**src/rtl/uart_alu_pkg.sv**
```systemverilog
// Shared definitions for the UART-driven ALU command block.
// Holds the default operand/opcode widths, the eight opcode values,
// the command FSM state encoding and an opcode-set membership helper.
package uart_alu_pkg;

  localparam int unsigned DEF_DATA_W = 8;
  localparam int unsigned DEF_OP_W   = 6;

  // Opcode values (MIPS funct-style encoding)
  localparam int unsigned OP_ADD = 32'h20;
  localparam int unsigned OP_SUB = 32'h22;
  localparam int unsigned OP_AND = 32'h24;
  localparam int unsigned OP_OR  = 32'h25;
  localparam int unsigned OP_XOR = 32'h26;
  localparam int unsigned OP_NOR = 32'h27;
  localparam int unsigned OP_SRL = 32'h02;
  localparam int unsigned OP_SRA = 32'h03;

  typedef enum logic [2:0] {
    ST_OP,
    ST_A,
    ST_B,
    ST_CALC,
    ST_SEND,
    ST_WAIT_TX
  } state_t;

  // True when the opcode field names one of the supported operations
  function automatic logic is_valid_op(input int unsigned op);
    case (op)
      OP_ADD, OP_SUB, OP_AND, OP_OR,
      OP_XOR, OP_NOR, OP_SRL, OP_SRA: return 1'b1;
      default:                        return 1'b0;
    endcase
  endfunction

endpackage

```
**src/rtl/uart_alu_cmd_if.sv**
```systemverilog
// Bundle between the command block and its UART receiver/transmitter and ALU.
// slave : the command block (consumes RX/TX strobes and ALU result).
// master: the surroundings (UART, ALU) that drive those strobes.
interface uart_alu_cmd_if
  import uart_alu_pkg::*;
#(
  parameter int unsigned DATA_W = DEF_DATA_W,
  parameter int unsigned OP_W   = DEF_OP_W
);

  logic              i_rx_done;
  logic [DATA_W-1:0] i_rx_data;
  logic              i_tx_done;
  logic [DATA_W-1:0] i_alu_result;
  logic [DATA_W-1:0] o_alu_a;
  logic [DATA_W-1:0] o_alu_b;
  logic [OP_W-1:0]   o_alu_op;
  logic              o_tx_start;
  logic [DATA_W-1:0] o_tx_data;
  logic              o_err;

  modport slave (
    input  i_rx_done, i_rx_data, i_tx_done, i_alu_result,
    output o_alu_a, o_alu_b, o_alu_op, o_tx_start, o_tx_data, o_err
  );

  modport master (
    output i_rx_done, i_rx_data, i_tx_done, i_alu_result,
    input  o_alu_a, o_alu_b, o_alu_op, o_tx_start, o_tx_data, o_err
  );

endinterface

```
**src/rtl/uart_alu_timeout.sv**
```systemverilog
// Inter-byte timeout counter.
// Ports: i_clk, i_reset (async, active-low), i_clr (restart from 0),
// i_en (count this cycle), o_tc_c (combinational terminal count,
// high while the count equals TIMEOUT_CLKS-1).
module uart_alu_timeout #(
  parameter int unsigned TIMEOUT_CLKS = 26040
) (
  input  logic i_clk,
  input  logic i_reset,
  input  logic i_clr,
  input  logic i_en,
  output logic o_tc_c
);

  localparam int unsigned CNT_W = (TIMEOUT_CLKS > 1) ? $clog2(TIMEOUT_CLKS) : 1;
  localparam logic [CNT_W-1:0] TC_VAL = CNT_W'(TIMEOUT_CLKS - 1);

  logic [CNT_W-1:0] cnt_q;

  assign o_tc_c = (cnt_q == TC_VAL);

  // Clear wins over count; saturate at terminal so the count never wraps
  always_ff @(posedge i_clk or negedge i_reset) begin
    if (!i_reset) begin
      cnt_q <= '0;
    end else if (i_clr) begin
      cnt_q <= '0;
    end else if (i_en && !o_tc_c) begin
      cnt_q <= cnt_q + CNT_W'(1);
    end
  end

endmodule

```
**src/rtl/uart_alu_cmd.sv**
```systemverilog
// UART command front-end for an ALU.
// Receives opcode, operand A and operand B bytes, presents them to an
// external combinational ALU, captures the result and hands it to the
// UART transmitter. Bad opcodes, stray bytes and inter-byte timeouts
// raise a one-cycle o_err.
// Ports: i_clk, i_reset (async, active-low), bus (slave side of
// uart_alu_cmd_if: RX/TX strobes, ALU operands/result, tx start/data, err).
module uart_alu_cmd
  import uart_alu_pkg::*;
#(
  parameter int unsigned DATA_W       = DEF_DATA_W,
  parameter int unsigned OP_W         = DEF_OP_W,
  parameter int unsigned TIMEOUT_CLKS = 26040
) (
  input  logic           i_clk,
  input  logic           i_reset,
  uart_alu_cmd_if.slave  bus
);

  state_t            state_q, state_d;
  logic [DATA_W-1:0] alu_a_q, alu_a_d;
  logic [DATA_W-1:0] alu_b_q, alu_b_d;
  logic [OP_W-1:0]   alu_op_q, alu_op_d;
  logic [DATA_W-1:0] tx_data_q, tx_data_d;
  logic              tx_start_q, tx_start_d;
  logic              err_q, err_d;
  logic              op_ok_c;
  logic              cnt_en_c;
  logic              tc_c;

  assign op_ok_c = (bus.i_rx_data[DATA_W-1:OP_W] == '0) &&
                   is_valid_op(32'(bus.i_rx_data[OP_W-1:0]));

  assign cnt_en_c = (state_q == ST_A) || (state_q == ST_B);

  uart_alu_timeout #(
    .TIMEOUT_CLKS(TIMEOUT_CLKS)
  ) u_timeout (
    .i_clk  (i_clk),
    .i_reset(i_reset),
    .i_clr  (bus.i_rx_done),
    .i_en   (cnt_en_c),
    .o_tc_c (tc_c)
  );

  // State and output registers
  always_ff @(posedge i_clk or negedge i_reset) begin
    if (!i_reset) begin
      state_q    <= ST_OP;
      alu_a_q    <= '0;
      alu_b_q    <= '0;
      alu_op_q   <= '0;
      tx_data_q  <= '0;
      tx_start_q <= 1'b0;
      err_q      <= 1'b0;
    end else begin
      state_q    <= state_d;
      alu_a_q    <= alu_a_d;
      alu_b_q    <= alu_b_d;
      alu_op_q   <= alu_op_d;
      tx_data_q  <= tx_data_d;
      tx_start_q <= tx_start_d;
      err_q      <= err_d;
    end
  end

  // Next-state and next-output decode
  always_comb begin
    state_d    = state_q;
    alu_a_d    = alu_a_q;
    alu_b_d    = alu_b_q;
    alu_op_d   = alu_op_q;
    tx_data_d  = tx_data_q;
    tx_start_d = 1'b0;
    err_d      = 1'b0;

    case (state_q)
      ST_OP: begin
        if (bus.i_rx_done) begin
          if (op_ok_c) begin
            alu_op_d = bus.i_rx_data[OP_W-1:0];
            state_d  = ST_A;
          end else begin
            err_d = 1'b1;
          end
        end
      end
      // A byte arriving on the terminal-count cycle is still accepted
      ST_A: begin
        if (bus.i_rx_done) begin
          alu_a_d = bus.i_rx_data;
          state_d = ST_B;
        end else if (tc_c) begin
          err_d   = 1'b1;
          state_d = ST_OP;
        end
      end
      ST_B: begin
        if (bus.i_rx_done) begin
          alu_b_d = bus.i_rx_data;
          state_d = ST_CALC;
        end else if (tc_c) begin
          err_d   = 1'b1;
          state_d = ST_OP;
        end
      end
      ST_CALC: begin
        tx_data_d = bus.i_alu_result;
        state_d   = ST_SEND;
        err_d     = bus.i_rx_done;
      end
      // Registered start pulse appears as the FSM enters ST_WAIT_TX
      ST_SEND: begin
        tx_start_d = 1'b1;
        state_d    = ST_WAIT_TX;
        err_d      = bus.i_rx_done;
      end
      ST_WAIT_TX: begin
        err_d = bus.i_rx_done;
        if (bus.i_tx_done) begin
          state_d = ST_OP;
        end
      end
      default: state_d = ST_OP;
    endcase
  end

  assign bus.o_alu_a    = alu_a_q;
  assign bus.o_alu_b    = alu_b_q;
  assign bus.o_alu_op   = alu_op_q;
  assign bus.o_tx_data  = tx_data_q;
  assign bus.o_tx_start = tx_start_q;
  assign bus.o_err      = err_q;

endmodule

```
**src/flat_wrapper.sv**
```systemverilog
// flat-port wrapper written by rule: the top's interface ports become plain ports
module uart_alu_cmd_flat import uart_alu_pkg::*;
#(
  parameter int unsigned DATA_W       = DEF_DATA_W,
  parameter int unsigned OP_W         = DEF_OP_W,
  parameter int unsigned TIMEOUT_CLKS = 26040
)
  (i_clk, i_reset, bus_i_rx_done, bus_i_rx_data, bus_i_tx_done, bus_i_alu_result, bus_o_alu_a, bus_o_alu_b, bus_o_alu_op, bus_o_tx_start, bus_o_tx_data, bus_o_err);
  uart_alu_cmd_if #(.DATA_W(DATA_W), .OP_W(OP_W)) bus_i ();
  input  logic i_clk;
  input  logic i_reset;
  input wire logic [$bits(bus_i.i_rx_done)-1:0] bus_i_rx_done;
  input wire logic [$bits(bus_i.i_rx_data)-1:0] bus_i_rx_data;
  input wire logic [$bits(bus_i.i_tx_done)-1:0] bus_i_tx_done;
  input wire logic [$bits(bus_i.i_alu_result)-1:0] bus_i_alu_result;
  output wire logic [$bits(bus_i.o_alu_a)-1:0] bus_o_alu_a;
  output wire logic [$bits(bus_i.o_alu_b)-1:0] bus_o_alu_b;
  output wire logic [$bits(bus_i.o_alu_op)-1:0] bus_o_alu_op;
  output wire logic [$bits(bus_i.o_tx_start)-1:0] bus_o_tx_start;
  output wire logic [$bits(bus_i.o_tx_data)-1:0] bus_o_tx_data;
  output wire logic [$bits(bus_i.o_err)-1:0] bus_o_err;
  assign bus_i.i_rx_done = bus_i_rx_done;
  assign bus_i.i_rx_data = bus_i_rx_data;
  assign bus_i.i_tx_done = bus_i_tx_done;
  assign bus_i.i_alu_result = bus_i_alu_result;
  assign bus_o_alu_a = bus_i.o_alu_a;
  assign bus_o_alu_b = bus_i.o_alu_b;
  assign bus_o_alu_op = bus_i.o_alu_op;
  assign bus_o_tx_start = bus_i.o_tx_start;
  assign bus_o_tx_data = bus_i.o_tx_data;
  assign bus_o_err = bus_i.o_err;
  uart_alu_cmd #(.DATA_W(DATA_W), .OP_W(OP_W), .TIMEOUT_CLKS(TIMEOUT_CLKS)) u_core (.i_clk(i_clk), .i_reset(i_reset), .bus(bus_i));
endmodule
```
**config.mk**
```make
export PLATFORM = sky130hd
export DESIGN_NAME = uart_alu_cmd_flat
export DESIGN_NICKNAME = d
export VERILOG_FILES = /design/src/rtl/uart_alu_pkg.sv /design/src/rtl/uart_alu_cmd_if.sv /design/src/rtl/uart_alu_timeout.sv /design/src/rtl/uart_alu_cmd.sv /design/src/flat_wrapper.sv
export SDC_FILE = /design/constraint.sdc
export NUM_CORES = 1
export LEC_CHECK = 0
export BUFFER_PORTS_ARGS = -buffer_cell sky130_fd_sc_hd__buf_2
export CAP_MARGIN = 20
export CORE_AREA = 2 2 78 65
export CTS_CLUSTER_DIAMETER = 50
export CTS_CLUSTER_SIZE = 20
export DETAILED_ROUTE_END_ITERATION = 16
export DIE_AREA = 0 0 80 67
export PLACE_DENSITY_LB_ADDON = 0.25
export SYNTH_ARGS = -nofsm -noshare
export SYNTH_HDL_FRONTEND = slang
export SYNTH_HIERARCHICAL = 1
export SYNTH_SLANG_ARGS = --single-unit
```
**constraint.sdc**
```tcl
create_clock -name i_clk -period 2.3 [get_ports i_clk]
set_input_delay 0.23 -clock i_clk [delete_from_list [all_inputs] [get_ports i_clk]]
set_output_delay 0.23 -clock i_clk [all_outputs]
set_load 0.05 [all_outputs]
```
==> reports/qor.csv <==
metric,value,unit
fin_skew,5.31,ps
critPathKind,reg -> reg,
place_hpwl,3.13,mm
post_cts_resized,0,
die_height,67,um
track_usage,0.189,
leakagePower,1.24,nW
synthArstFlopShare,1.00,
max_slew_margin,0.581,
cp_slowest_cell,nor4_1,
cts_buffer_depth,2,
dominantRegCellSynth,dfrtp_1,
end_kind,flop,
initial_core_util,0.516,
postCtsSetupRepairBufs,0,
core-area,0.00451,mm2
drv_slew,0,
nets,266,
path_cells,ha_1 > nand4bb_4 > nor4_1 > or4bb_1 > a31oi_1 > a211o_1,
timing.fmax,0.463,GHz
setup_viol,0,
syn_nets,208,
netlist_instances,187,
synth_top_area_cell,dfrtp_1,
vias,1652,
die_w,80,um
die-area,0.00536,mm2
synth.cell_area,0.00233,mm2
slowest_delay,510,ps
r2r_slack,140,ps
grt_setup_unrepaired,no,
cts_inserted_buffers,5,
power.switching,1.82,mW
via_per_inst,5.40,
power_frac_clock,0.137,
maxCapViolCount,0,
path_buf_inv,0,
cts_tree,built,
ys_top_cells_by_area,"dfrtp_1 (54%), mux2_2 (14%), xnor2_1 (3.4%)",
root_buffer,clkbuf_8,
synth_edf_count,0,
htreeDepth,2,
drc,0,
gp_congestion,0.789,
grt_start_max_net_pins,51,
synth_top_area_frac,0.537,
ys_seq_area_frac,0.537,
fin_crit_sh,0.939,
syn_avg_cell_area,12.5,um2
grt_pass1_vias,1636,
yosysUniqueCellTypes,42,
holdCritPathClass,in -> async,
crit_cells,6,
rows,22,
post-place-cells,298,
routed_wl,4.49,mm
start_kind,flop,
path_clk_slew,90,ps
vdd_drop_max,0.00105,V
grt_antenna_before_repair,0,
reg2reg_depth,6,
worstPathRequired,2540,ps
synthesis.yosys.warnings,6,
arrival,2400,ps
pin_count,52,
clock_latency,290,ps
p_per_area,1380,mW/mm2
crit_family,simple AND/OR/NAND/NOR gates,
cts.sinks,50,
hold_viol_final,0,
period_needed,2160,ps
fin_setup_tns,0,ps
cellInternalPower,2.01,mW
diodes,0,
grt_remaining_overflow,0,
worst_pin_slew,628,ps
drtIter0Drc,75,
synthToLayoutAreaGrowth,19.1,%
status,"complete, no violations",
fin_cells,306,
swShare,0.475,
worstPathMaxFanout,5,
ant_nets,0,
ys_seq_elements,50,
drive_gt1_frac,0.427,
io_buffers,51,
hold_buffers,0,
grt_pass1_wl,7.73,mm
p_seq_frac,0.349,
pwr-share-comb,0.514,
firstDrtPassIters,5,
wire_per_inst,14.7,um
[per-stage QoR]
step | power, mW | utilization | worst slack (ps) | area [um2] | hold WS, ps
finish | 3.83 | 0.615 | 140 | 2780 | 28.8
global route | 4.03 | 0.615 | 27.2 | 2780 | 84.5
CTS | 3.87 | 0.615 | 147 | 2780 | 47.7
detailed placement | 3.33 | 0.594 | 171 | 2680 | 379
global placement | 3.29 | 0.594 | 286 | 2680 | 375
floorplan | 2.87 | - | 307 | 2330 | -65.6
[worst paths after layout]
kind / startpoint / endpoint
worst max-delay path: u_core/u_timeout/cnt_q[0] / u_core/bus.o_err
worst min-delay path: i_reset / u_core/bus.o_alu_b[4]
worst max register to register: u_core/u_timeout/cnt_q[0] / u_core/bus.o_err
worst min register to register: u_core/bus.o_alu_op[3] / u_core/bus.o_alu_op[3]
max in group asynchronous: i_reset / u_core/u_timeout/cnt_q[9]
min in group i_clk: bus_i_alu_result[4] / u_core/bus.o_tx_data[4]
[Yosys cell counts (5+ instances only)]
cell     number
xnor2_1       9
nand3_1       7
o21ai_0       5
nor4_1        5
nor2_1       13
a21oi_1       7
dfrtp_1      50
mux2_2       28
nand2_1       7
nor3_1        6
nand4_1       6
[cells in the final DEF, fill, tap and decap left out, types with 2 or more instances in the layout]
cell type  count
buf_2         51
dfrtp_1       50
mux2_2        28
nor2_1        13
xnor2_1        9
nand2_1        7
nand3_1        7
a21oi_1        7
buf_4          7
clkbuf_8       6
nor3_1         6
nand4_1        6
o21ai_0        5
nor4_1         5
or3_1          3
inv_1          3
nor3b_1        2
nand2b_1       2
and2_1         2
xor2_1         2
or3_2          2
[cell families after synthesis]
kind of cell | synth area share
AND/OR/NAND/NOR | 0.196
AO/OA/AOI/OAI | 0.0612
buffers and inverters | 0.0193
flip-flops | 0.537
adder cells (fa/ha/maj) | 0.00537
XOR/XNOR | 0.0413
multiplexers | 0.140
[metal layers]
| layer | vias up | track usage | wire length (um) |
|---|---|---|---|
| met4 | 0 | 0.0551 | 32 |
| met5 | - | 0 | 0 |
| met3 | 5 | 0.0515 | 272 |
| li1 | 798 | - | - |
| met2 | 48 | 0.291 | 1930 |
| met1 | 801 | 0.263 | 2260 |
[final cells by class]
type | count | area [um2]
fillers | 378 | 1740
clock buffers | 6 | 82.6
inverters | 3 | 11.3
well taps | 60 | 75.1
clock inverters | 2 | 12.5
repair buffers | 58 | 308
flip-flops and latches | 50 | 1250
multi-input cells | 127 | 1030
[power by group through the flow]
stage	sequential [mW]	clock, mW	combinational [mW]
after floorplan	2.23	0	0.641
after global placement	1.34	0	1.95
after detailed placement	1.35	0	1.97
after CTS	1.34	0.545	1.98
after global routing	1.38	0.583	2.07
final	1.34	0.525	1.97
[worst register-to-register path: cells and delay by family (launching register included)]
family                     cells  cell delay (ps)
adders and majority gates      1              320
DFF                            1              420
and+or+nand+nor                3             1100
AOI/OAI and AO/OA              2              260
[state kept, by name (all words and copies together) (netlist names)]
name	count
u_core/bus.o_alu_a	8
u_core/state_q	3
u_core/u_timeout/cnt_q	15
u_core/bus.o_tx_start	1
u_core/bus.o_err	1
u_core/bus.o_alu_op	6
u_core/bus.o_tx_data	8
u_core/bus.o_alu_b	8
Note: power is estimated with default switching activity, not from simulation.
